--- src/rtl/voice_allocator.sv ---
// voice_allocator
//   Maps keyboard note-on/note-off events onto NUM_VOICES oscillator voices.
//   A new note takes the least-recently-used free voice. When every voice is
//   gated, the oldest voice is stolen instead.
//
// Ports
//   clock          system clock; all logic is on posedge
//   reset          asynchronous, active-high; clears all state
//   evt_valid      key event present
//   evt_ready      event can be accepted (high only in idle)
//   evt_on         1 = press, 0 = release
//   evt_code       key scan code; 0 is reserved and is discarded
//   all_off        synchronous panic; drops all gates and aborts any event
//   voice_gate     per-voice gate
//   voice_code     per-voice note code; voice i at [i*CODE_W +: CODE_W]
//   voice_trigger  one-cycle retrigger pulse per voice
//   busy           inverse of evt_ready
module voice_allocator #(
    parameter int unsigned NUM_VOICES = 4,
    parameter int unsigned CODE_W     = 8
) (
    input  logic                         clock,
    input  logic                         reset,
    input  logic                         evt_valid,
    output logic                         evt_ready,
    input  logic                         evt_on,
    input  logic [CODE_W-1:0]            evt_code,
    input  logic                         all_off,
    output logic [NUM_VOICES-1:0]        voice_gate,
    output logic [NUM_VOICES*CODE_W-1:0] voice_code,
    output logic [NUM_VOICES-1:0]        voice_trigger,
    output logic                         busy
);

    localparam int unsigned IDX_W = $clog2(NUM_VOICES);

    typedef logic [IDX_W-1:0] idx_t;
    typedef enum logic [1:0] {StIdle, StAlloc, StSteal, StCommit} state_e;

    state_e                state_q, state_d;
    logic                  on_q;
    logic [CODE_W-1:0]     ev_code_q;
    idx_t                  victim_q, victim_d;
    logic [NUM_VOICES-1:0] gate_q, gate_d;
    logic [NUM_VOICES-1:0] trig_q, trig_d;
    logic [CODE_W-1:0]     code_q [NUM_VOICES];
    logic [CODE_W-1:0]     code_d [NUM_VOICES];
    // Age rank: 0 = newest, NUM_VOICES-1 = oldest. Always a permutation.
    idx_t                  rank_q [NUM_VOICES];
    idx_t                  rank_d [NUM_VOICES];

    logic                  accept;
    logic [NUM_VOICES-1:0] match;
    logic                  any_match, any_free;
    idx_t                  match_idx, free_idx, free_rank, oldest_idx;

    assign evt_ready = (state_q == StIdle);
    assign busy      = ~evt_ready;
    assign accept    = evt_valid & evt_ready;

    // Voice lookup against the latched event.
    always_comb begin
        match      = '0;
        any_match  = 1'b0;
        any_free   = 1'b0;
        match_idx  = '0;
        free_idx   = '0;
        free_rank  = '0;
        oldest_idx = '0;
        for (int i = 0; i < int'(NUM_VOICES); i++) begin
            if (gate_q[i] && (code_q[i] == ev_code_q)) begin
                match[i] = 1'b1;
                // Lowest-index gated match wins for retrigger.
                if (!any_match) begin
                    any_match = 1'b1;
                    match_idx = idx_t'(i);
                end
            end
            if (!gate_q[i] && (!any_free || (rank_q[i] > free_rank))) begin
                any_free  = 1'b1;
                free_idx  = idx_t'(i);
                free_rank = rank_q[i];
            end
            if (rank_q[i] == idx_t'(NUM_VOICES - 1)) begin
                oldest_idx = idx_t'(i);
            end
        end
    end

    // State register.
    always_ff @(posedge clock or posedge reset) begin
        if (reset) begin
            state_q <= StIdle;
        end else begin
            state_q <= state_d;
        end
    end

    // Next-state logic.
    always_comb begin
        state_d = state_q;
        unique case (state_q)
            StIdle: begin
                // Code 0 is accepted but discarded.
                if (accept && (evt_code != '0)) begin
                    state_d = StAlloc;
                end
            end
            StAlloc: begin
                if (!on_q || any_match) begin
                    state_d = StIdle;
                end else if (any_free) begin
                    state_d = StCommit;
                end else begin
                    state_d = StSteal;
                end
            end
            StSteal:  state_d = StCommit;
            StCommit: state_d = StIdle;
            default:  state_d = StIdle;
        endcase
        if (all_off) begin
            state_d = StIdle;
        end
    end

    // Voice datapath next-state.
    always_comb begin
        gate_d   = gate_q;
        trig_d   = '0;
        code_d   = code_q;
        rank_d   = rank_q;
        victim_d = victim_q;
        unique case (state_q)
            StAlloc: begin
                if (!on_q) begin
                    gate_d = gate_q & ~match;
                end else if (any_match) begin
                    trig_d[match_idx] = 1'b1;
                end else if (any_free) begin
                    victim_d = free_idx;
                end else begin
                    // Steal: drop the gate first so the ADSR sees a falling edge.
                    victim_d           = oldest_idx;
                    gate_d[oldest_idx] = 1'b0;
                end
            end
            StSteal: begin
                code_d[victim_q] = ev_code_q;
            end
            StCommit: begin
                code_d[victim_q] = ev_code_q;
                gate_d[victim_q] = 1'b1;
                trig_d[victim_q] = 1'b1;
                for (int i = 0; i < int'(NUM_VOICES); i++) begin
                    if (rank_q[i] < rank_q[victim_q]) begin
                        rank_d[i] = rank_q[i] + 1'b1;
                    end
                end
                rank_d[victim_q] = '0;
            end
            default: ;
        endcase
        // Panic aborts any in-flight event; codes and ages are left alone.
        if (all_off) begin
            gate_d = '0;
            trig_d = '0;
            code_d = code_q;
            rank_d = rank_q;
        end
    end

    always_ff @(posedge clock or posedge reset) begin
        if (reset) begin
            on_q      <= 1'b0;
            ev_code_q <= '0;
            victim_q  <= '0;
            gate_q    <= '0;
            trig_q    <= '0;
            for (int i = 0; i < int'(NUM_VOICES); i++) begin
                code_q[i] <= '0;
                rank_q[i] <= idx_t'(i);
            end
        end else begin
            if (accept) begin
                on_q      <= evt_on;
                ev_code_q <= evt_code;
            end
            victim_q <= victim_d;
            gate_q   <= gate_d;
            trig_q   <= trig_d;
            code_q   <= code_d;
            rank_q   <= rank_d;
        end
    end

    always_comb begin
        voice_code = '0;
        for (int i = 0; i < int'(NUM_VOICES); i++) begin
            voice_code[i*CODE_W +: CODE_W] = code_q[i];
        end
    end

    assign voice_gate    = gate_q;
    assign voice_trigger = trig_q;

endmodule

--- config.mk ---
export PLATFORM = sky130hd
export DESIGN_NAME = voice_allocator
export DESIGN_NICKNAME = d
export VERILOG_FILES = /design/src/rtl/voice_allocator.sv
export SDC_FILE = /design/constraint.sdc
export NUM_CORES = 1
export LEC_CHECK = 0
export ABC_AREA = 1
export ABC_CLOCK_PERIOD_IN_PS = 4200
export CORE_MARGIN = 5
export CORE_UTILIZATION = 42
export CTS_BUF_LIST = sky130_fd_sc_hd__clkbuf_4
export CTS_CLUSTER_DIAMETER = 80
export DETAILED_ROUTE_END_ITERATION = 10
export PLACE_DENSITY = 0.74
export SLEW_MARGIN = 10
export SYNTH_ARGS = -nofsm -noshare
export SYNTH_HDL_FRONTEND = slang
export SYNTH_SLANG_ARGS = --single-unit
--- constraint.sdc ---
create_clock -name clock -period 4.2 [get_ports clock]
set_input_delay 0.84 -clock clock [delete_from_list [all_inputs] [get_ports clock]]
set_output_delay 0.84 -clock clock [all_outputs]
set_load 0.005 [all_outputs]
# Yosys cells after proc, flatten, opt, wreduce, memory -nomap -nowiden
# Cells that the tools add are included.
[totals] in_bits=13 word_cells=151 reg_bits=61 output_inout_bits=42
[classes] n_addsub=4 reduce_logical=30 n_eq_ne=13 order_cmp=15 n_bitwise=12 mux=63
[ops] op="2-bit 2-to-1 mux" count=26
[ops] op="32-bit bitwise mux" count=1
[ops] op="8-bit equality test" count=4
[ops] op="4-bit 2-to-1 mux" count=7
[ops] op="1-bit 2-to-1 mux" count=19
[ops] op="8-bit demux with 2-bit select" count=1
[ops] op="4-bit one-hot mux with 2 select lines" count=2
[ops] op="1-bit logical AND" count=12
[ops] op="2-bit equality test, second input constant" count=5
[ops] op="2-bit by 3-bit less-than comparator with 1-bit output, second input constant" count=3
[ops] op="2-bit by 1-bit adder with 2-bit output, second input constant" count=4
[ops] op="4-bit bitwise AND" count=2
[ops] op="8-bit bitwise AND" count=1
[ops] op="2-bit less-than comparator" count=4
[ops] op="8-bit 2-to-1 mux" count=1
[ops] op="4-bit inequality test, second input constant" count=2
[ops] op="4-bit NOT" count=2
[ops] op="8-bit NOT" count=1
[ops] op="2-bit one-hot mux with 4 select lines" count=1
[ops] op="8-bit nonzero test" count=1
[ops] op="1-bit demux with 2-bit select" count=3
[ops] op="2-bit by 1-bit >= comparator with 1-bit output, second input constant" count=3
[ops] op="2-bit > comparator" count=3
[ops] op="1-bit logical NOT" count=6
[ops] op="other kinds (16)" count=23

# Logic depth before layout (Yosys ltp)
# Gate-level depths: netlist of run 1.
[logic_depth] ltp_word=18 depth_mapped=26 ltp_nobuf=26

# Least setup slack after synthesis of run 1
# Ideal clock, no wire load.
[synth_timing] kind="reg-to-reg" start="register gate_q[0] (netlist: voice_gate[0])" end="register victim_q[1]" arrival_time_ns=3.097 required_ns=4.077 path_slack_ns=0.980 setup_ns=0.123 path_buffers=0 path_stages_with_launch=26 path_cell_list="dfrtp_1 inv_1 nand2_1 ha_1 inv_1 nor2_1 o21ai_0 nand2_1 nand2_1 o21ai_0 ha_1 inv_1 nor2_1 o21ai_0 o21ai_0 nand2_1 nand2_1 o21ai_0 ha_1 inv_1 nor2_1 o21a_1 o21ai_0 o211ai_1 nand2_1 o21ai_1"
[synth_between] elab_chain_len=14 word_cells_on_any_way=28 cone_classes="order compare (3); mux (14); bitwise (1); reduce/logical (10)"
[synth_lines] item="start: declaration" line="44" source="logic [NUM_VOICES-1:0] gate_q, gate_d;"
[synth_lines] item="start signal: assignment" line="190" source="gate_q <= gate_d;"
[synth_lines] item="2-bit 2-to-1 mux" line="79" source="if (!gate_q[i] && (!any_free || (rank_q[i] > free_rank))) begin"
[synth_lines] item="2-bit > comparator" line="79"
[synth_lines] item="1-bit logical OR" line="79"
[synth_lines] item="1-bit logical AND" line="79"
[synth_lines] item="2-bit 2-to-1 mux / 1-bit 2-to-1 mux (equally long branches)" line="79"
[synth_lines] item="2-bit > comparator / 1-bit logical NOT (equally long branches)" line="79"
[synth_lines] item="1-bit logical OR" line="79"
[synth_lines] item="1-bit logical AND" line="79"
[synth_lines] item="2-bit 2-to-1 mux / 1-bit 2-to-1 mux (equally long branches)" line="79"
[synth_lines] item="2-bit > comparator / 1-bit logical NOT (equally long branches)" line="79"
[synth_lines] item="1-bit logical OR" line="79"
[synth_lines] item="1-bit logical AND" line="79"
[synth_lines] item="2-bit 2-to-1 mux / 1-bit 2-to-1 mux (equally long branches)" line="79"
[synth_lines] item="2-bit 2-to-1 mux" line="140" source="end else if (any_free) begin"
[synth_lines] item="end signal: assignment" line="189" source="victim_q <= victim_d;"
[synth_lines] item="end: declaration" line="43" source="idx_t victim_q, victim_d;"
# Parallel ways exist; a longest one is shown, timed or not.
# A chain may end at the register's enable or synchronous reset.

# Worst setup path in the final report of run 1
# Same ends and word-level chain as after synthesis.

==> results.sh, run 1 <==
export IMPL_yosysUniqueCellTypes=34
export IMPL_holdCritPathClass="reg2reg"
export IMPL_yosysMostFrequentCell="nand2_1"
export IMPL_reg2reg_from="voice_gate[0]"
export IMPL_synth_commonest_cells="nand2_1 (181), inv_1 (76), nor2_1 (67)"
export IMPL_htree_levels=3
export IMPL_total_power_mw=3.17
export IMPL_tightest_slew_ns=0.883
export IMPL_syn_nets=602
export IMPL_endpoint_kind="flip-flop"
export IMPL_path_max_fanout=7
export IMPL_portBuffers=54
export IMPL_netlist_area_mm2=0.00394
export IMPL_diodes=0
export IMPL_synth_ff_type="dfrtp_1"
export IMPL_core_area_mm2=0.00920
export IMPL_cts_root_buf="clkbuf_4"
export IMPL_synth_seq_cells=61
export IMPL_vias_per_cell=5.14
export IMPL_crit_path_start_kind="flip-flop"
export IMPL_status="finished clean"
export IMPL_hold_viol=0
export IMPL_timing_rr_end="victim_q[1]"
export IMPL_synthTopCellsByArea="dfrtp_1 (36%), nand2_1 (17%), inv_1 (7.2%)"
export IMPL_finalCritPeriodShare_pct=85.2
export IMPL_die_h_um=107
export IMPL_grt_pass1_vias=3677
export IMPL_r2r_slack_ns=0.62
export IMPL_rows=35
export IMPL_max_freq_mhz=279
export IMPL_yosysTopAreaCellShare_pct=36.2
export IMPL_hpwl_um=8140
export IMPL_syn_mean_instance_area_um2=6.85
export IMPL_fin_crit_ns=3.58
export IMPL_rsz0062_at_grt="false"
export IMPL_cts_sinks=61
export IMPL_holdPathStages=2
export IMPL_tns_ns=0
export IMPL_numCtsBuffers=9
export IMPL_slew_headroom_pct=41.0
export IMPL_synth_top_area_cell="dfrtp_1"
export IMPL_grt_pass1_wl_um=17500
export IMPL_timing_final_max_slew_violations=0
export IMPL_skew_ns=0.0258
export IMPL_antenna_found_initial=0
export IMPL_path_class="reg2reg"
export IMPL_yosysWarnings=0
export IMPL_drc=0
export IMPL_rr_worst_depth=26
export IMPL_setup_viol=0
export IMPL_clkTransAtPathRegs_ns=0.14
export IMPL_start_util_pct=42.9
export IMPL_ys_async_sr_fraction_pct=100
export IMPL_powerDensity_mw_per_mm2=667
export IMPL_wirelength_um=10400
export IMPL_synth_edff_count=0
export IMPL_hold_end="voice_code[24]"
export IMPL_vias=3839
export IMPL_clkLatencyLatePin_ns=0.43
export IMPL_drtIter0Drc=297
export IMPL_fp_dieW_um=107
export IMPL_grt_max_degree=42
export IMPL_area_growth_pct=20.5
export IMPL_critical_path_arrival_ns=3.88
export IMPL_ir_drop_mv=0.278
export IMPL_die_area_mm2=0.0114
export IMPL_grt_overflow=0
export IMPL_leakage_nw=2.35
export IMPL_finalWeightedCongestion=0.912
export IMPL_nets=657
export IMPL_cts_tree="yes"
export IMPL_drive_gt1_share_pct=9.91
export IMPL_worstPathRequired_ns=4.50
export IMPL_wire_per_inst_um=14.0
export IMPL_synthCells=576
export IMPL_grt_use_total_pct=19.2
export IMPL_ctsLongestPathBuffers=2
export IMPL_crit_start="voice_gate[0]"
export IMPL_max_cap_viol_count=0
export IMPL_hp_start="voice_code[24]"
export IMPL_io_pins=55
export IMPL_ys_seq_area_share_pct=38.8
export IMPL_detail_route_antenna_nets=0
export IMPL_dr_pass1_iters=5
==> layout make-up <==
type / count / area, um2
clock buffers: 10 / 75.1
clock inverters: 6 / 95.1
fillers: 906 / 4450
inverters: 88 / 333
multi-input cells: 415 / 2020
flip-flops and latches: 61 / 1530
well taps: 111 / 139
repair buffers: 56 / 556
==> per-layer routing <==
metal  vias up  wire length, um  part of all wire, %  GRT usage (%)
met4         0              198                  1.9           6.30
met1      1786             4880                   47           26.2
met2       126             4770                   46           31.8
li1       1910                -                    -              -
met3        17              572                  5.5           2.35
met5         -                0                    0              0
==> stage by stage <==
| stage | setup slack [ns] | hold WS [ns] | util [%] | cell area (um2) | cells |
|---|---|---|---|---|---|
| final | 0.621 | 0.548 | 51.7 | 4750 | 747 |
| after global routing | 0.0767 | 0.596 | 51.7 | 4750 | 747 |
| after CTS | 0.578 | 0.542 | 51.7 | 4750 | 747 |
| after detailed placement | 0.594 | 0.515 | 49.8 | 4580 | 731 |
| after global placement | 0.777 | 0.518 | 49.8 | 4580 | 731 |
| after floorplan | 0.980 | 0.497 | - | 3940 | 576 |
==> where the power goes <==
part           total, mW  leakage [nW]  internal, mW  switching (mW)
sequential          1.02         0.788         0.786           0.234
combinational       1.65          1.47         0.736           0.913
clock              0.502        0.0912         0.253           0.249
==> worst max-delay path by stage <==
| stage | to | slack, ns | cells after the start |
|---|---|---|---|
| after floorplan | victim_q[1] | 0.98 | 25 |
| after global placement | victim_q[1] | 0.78 | 25 |
| after detailed placement | victim_q[1] | 0.59 | 25 |
| after CTS | victim_q[1] | 0.58 | 25 |
| after global routing | victim_q[1] | 0.08 | 26 |
| final | victim_q[1] | 0.62 | 26 |
==> flip-flops by register name (all words and copies together) (netlist names) <==
register and count:
rank_q 8, victim_q 2, ev_code_q 8, voice_code 32
on_q 1, voice_trigger 4, state_q 2, voice_gate 4
==> critical path, cell delays in order (launching register included) <==
cell and delay [ns]:
dfrtp_1 0.41, inv_1 0.18, nand2_1 0.11, ha_1 0.30, inv_1 0.06, nor2_1 0.03
o21ai_0 0.13, nand2_1 0.09, nand2_1 0.12, nand2_1 0.06, o21ai_1 0.11, ha_1 0.27
inv_1 0.06, nor2_1 0.04, o21ai_0 0.12, o21ai_0 0.10, nand2_1 0.16, nand2_1 0.07
o21ai_0 0.08, ha_1 0.27, inv_1 0.06, nor2_1 0.03, o21a_1 0.16, o21ai_0 0.22
o211ai_1 0.12, nand2_1 0.08, o21ai_1 0.05
==> kinds of logic (layout without fill, tap and decap cells) <==
group / Yosys count / in the layout / synth area share, %
DFF: 61 / 61 / 38.8
buffers and inverters: 100 / 160 / 9.90
adders and majority gates: 13 / 13 / 4.12
AOI/OAI and AO/OA: 83 / 83 / 11.0
and+or+nand+nor: 311 / 311 / 34.3
xor gates and xnor gates: 8 / 8 / 1.78
==> placed cells by master, fill, tap and decap left out, types with 4 or more instances in the layout <==
cell,count
nand3_1,25
or4_1,4
nand2_2,8
nor2_4,5
xnor2_1,7
o21ai_1,5
inv_2,12
nor2_2,10
a21oi_1,17
inv_1,75
clkdlybuf4s50_1,54
clkbuf_4,10
o21ai_0,53
ha_1,13
dfstp_2,4
nor2_1,67
dfrtp_1,57
nand2_1,181
==> timing repair <==
action | CTS | global route
setup endpoints to repair | 0 | 1
hold buffers | 0 | 0
buffers inserted | 0 | 0
resized for setup | 0 | 1
(Power assumes the default switching activity.)
==> inputs of run 2 (changes only) <==
--- a/config.mk
+++ b/config.mk
@@ -8,11 +8,12 @@
 export ABC_AREA = 1
 export ABC_CLOCK_PERIOD_IN_PS = 4200
 export CORE_MARGIN = 5
-export CORE_UTILIZATION = 42
+export CORE_UTILIZATION = 40
 export CTS_BUF_LIST = sky130_fd_sc_hd__clkbuf_4
 export CTS_CLUSTER_DIAMETER = 80
 export DETAILED_ROUTE_END_ITERATION = 10
-export PLACE_DENSITY = 0.74
+export GPL_ROUTABILITY_DRIVEN = 0
+export PLACE_DENSITY = 0.71
 export SLEW_MARGIN = 10
 export SYNTH_ARGS = -nofsm -noshare
 export SYNTH_HDL_FRONTEND = slang
==> results.sh, run 2 (synthesized netlist as in run 1, its figures left out) <==
export IMPL_cp_slowest_cell="dfrtp_1"
export IMPL_leakage_nw=2.34
export IMPL_skew_ns=0.0159
export IMPL_max_freq_mhz=273
export IMPL_clkTransAtPathRegs_ns=0.11
export IMPL_critPathMaxStageDelay_ns=0.42
export IMPL_slew_headroom_pct=36.1
export IMPL_portBuffers=54
export IMPL_powerDensity_mw_per_mm2=659
export IMPL_total_power_mw=3.14
export IMPL_grt_overflow=0
export IMPL_start_util_pct=40.7
export IMPL_fp_dieW_um=109
export IMPL_worstPathRequired_ns=4.51
export IMPL_dr_pass1_iters=5
export IMPL_drc=0
export IMPL_vias=3793
export IMPL_grt_pass1_wl_um=17100
export IMPL_grt_busiest_layer="met2"
export IMPL_post_cts_buffers=0
export IMPL_holdWs_ns=0.531
export IMPL_cpMostUsedCell="nand2_1"
export IMPL_timing_final_max_slew_violations=0
export IMPL_grt_use_total_pct=18.3
export IMPL_ctsLongestPathBuffers=2
export IMPL_status="finished clean"
export IMPL_cts_root_buf="clkbuf_4"
export IMPL_p_int_mw=1.76
export IMPL_numCtsBuffers=9
export IMPL_grt_pass1_vias=3583
export IMPL_dpl_instance_area_mm2=0.00460
export IMPL_pwr_share_clk_pct=14.9
export IMPL_grt_max_degree=46
export IMPL_nets=656
export IMPL_swShare_pct=43.9
export IMPL_postLayoutCellArea_mm2=0.00476
export IMPL_cts_sinks=61
export IMPL_final_cell_mix="nand2_1 (181), inv_1 (75), nor2_1 (67), dfrtp_1 (57), clkdlybuf4s50_1 (54)"
export IMPL_htree_levels=3
export IMPL_hpwl_um=8040
export IMPL_switchingPower_mw=1.38
export IMPL_final_core_util_pct=49.1
export IMPL_rows=36
export IMPL_crit_path_start_kind="flip-flop"
export IMPL_tns_ns=0
export IMPL_core_area_mm2=0.00968
export IMPL_drive_gt1_share_pct=9.45
export IMPL_endpoint_kind="flip-flop"
export IMPL_max_cap_viol_count=0
export IMPL_ir_drop_mv=0.262
export IMPL_tightest_slew_ns=0.959
export IMPL_clkLatencyLatePin_ns=0.42
export IMPL_fin_crit_ns=3.66
export IMPL_gr_usage_met1_pct=25.3
export IMPL_cts_tree="yes"
export IMPL_detail_route_antenna_nets=0
export IMPL_area_growth_pct=20.6
export IMPL_path_class="reg2reg"
export IMPL_wire_per_inst_um=13.3
export IMPL_largest_reg_flops=32
export IMPL_comb_power_share_pct=52.5
export IMPL_finalCritPeriodShare_pct=87.2
export IMPL_gr_usage_met3_pct=3.41
export IMPL_vias_per_cell=4.94
export IMPL_final_common_cell="nand2_1"
export IMPL_die_area_mm2=0.0119
export IMPL_drtIter0Drc=301
export IMPL_antenna_found_initial=0
export IMPL_grt_util_met2_pct=29.4
export IMPL_die_h_um=109
export IMPL_hold_viol=0
export IMPL_wirelength_um=10200
export IMPL_critical_path_arrival_ns=3.97
export IMPL_p_seq_share_pct=32.6
export IMPL_setup_viol=0
export IMPL_diodes=0
export IMPL_holdCritPathClass="reg2reg"
export IMPL_rsz0062_at_grt="false"
export IMPL_path_max_fanout=7
export IMPL_io_pins=55
-- run 2: cell types whose count changed in the layout (fill, tap and decap cells not counted), sizes merged --
cell	delta
clkbuf	-1
buf	-1
clkinvlp	+1
-- run 2: final cells by class --
class	count	area, um2
Clock inverter	7	88.8
Fill cell	957	4930
Inverter	88	333
Sequential cell	61	1530
Clock buffer	9	67.6
Timing Repair Buffer	55	548
Tap cell	133	166
Multi-Input combinational cell	415	2020
-- run 2: final timing paths --
check,slack [ns],startpoint,cells after the start,end
max,0.54,voice_gate[0],26,victim_q[1]
min,0.53,voice_code[24],2,voice_code[24]
max reg2reg,0.54,voice_gate[0],26,victim_q[1]
min reg2reg,0.53,voice_code[24],2,voice_code[24]
max in group asynchronous,2.45,reset,3,voice_code[29]
min in group asynchronous,0.95,reset,2,rank_q[2]
-- run 2: worst max-delay path, delay by kind of cell, from the launching register on --
kind	cells	cell delay [ns]
buffers and inverters	4	0.36
flip-flops	1	0.42
AO/OA/AOI/OAI	9	1.15
adder cells (fa/ha/maj)	3	0.85
AND/OR/NAND/NOR	10	0.77
-- run 2: timing repair --
item | in CTS | in global routing
gates resized for setup | 0 | 1
hold buffers | 0 | 0
endpoints found under the setup margin | 0 | 1
-- run 2: power by group through the flow --
stage               logic, mW  registers, mW  clock network, mW
floorplan                1.12          0.964                  0
global placement         1.56           1.02                  0
detailed placement       1.64           1.03                  0
CTS                      1.65           1.02              0.477
global route             1.89           1.05              0.501
finish                   1.65           1.02              0.468
-- run 2: routing by layer --
layer / wire length, um / vias to the layer above
met4: 198 / 0
met5: 0 / -
met1: 4790 / 1736
met3: 607 / 18
li1: - / 1913
met2: 4600 / 126
-- run 2: metrics by stage --
step | worst slack (ns) | std cells
3_5_place_dp | 0.565 | 752
3_3_place_gp | 0.792 | 752
5_1_grt | 0.0510 | 768
4_1_cts | 0.542 | 768
2_1_floorplan | 0.980 | 576
6_report | 0.537 | 768
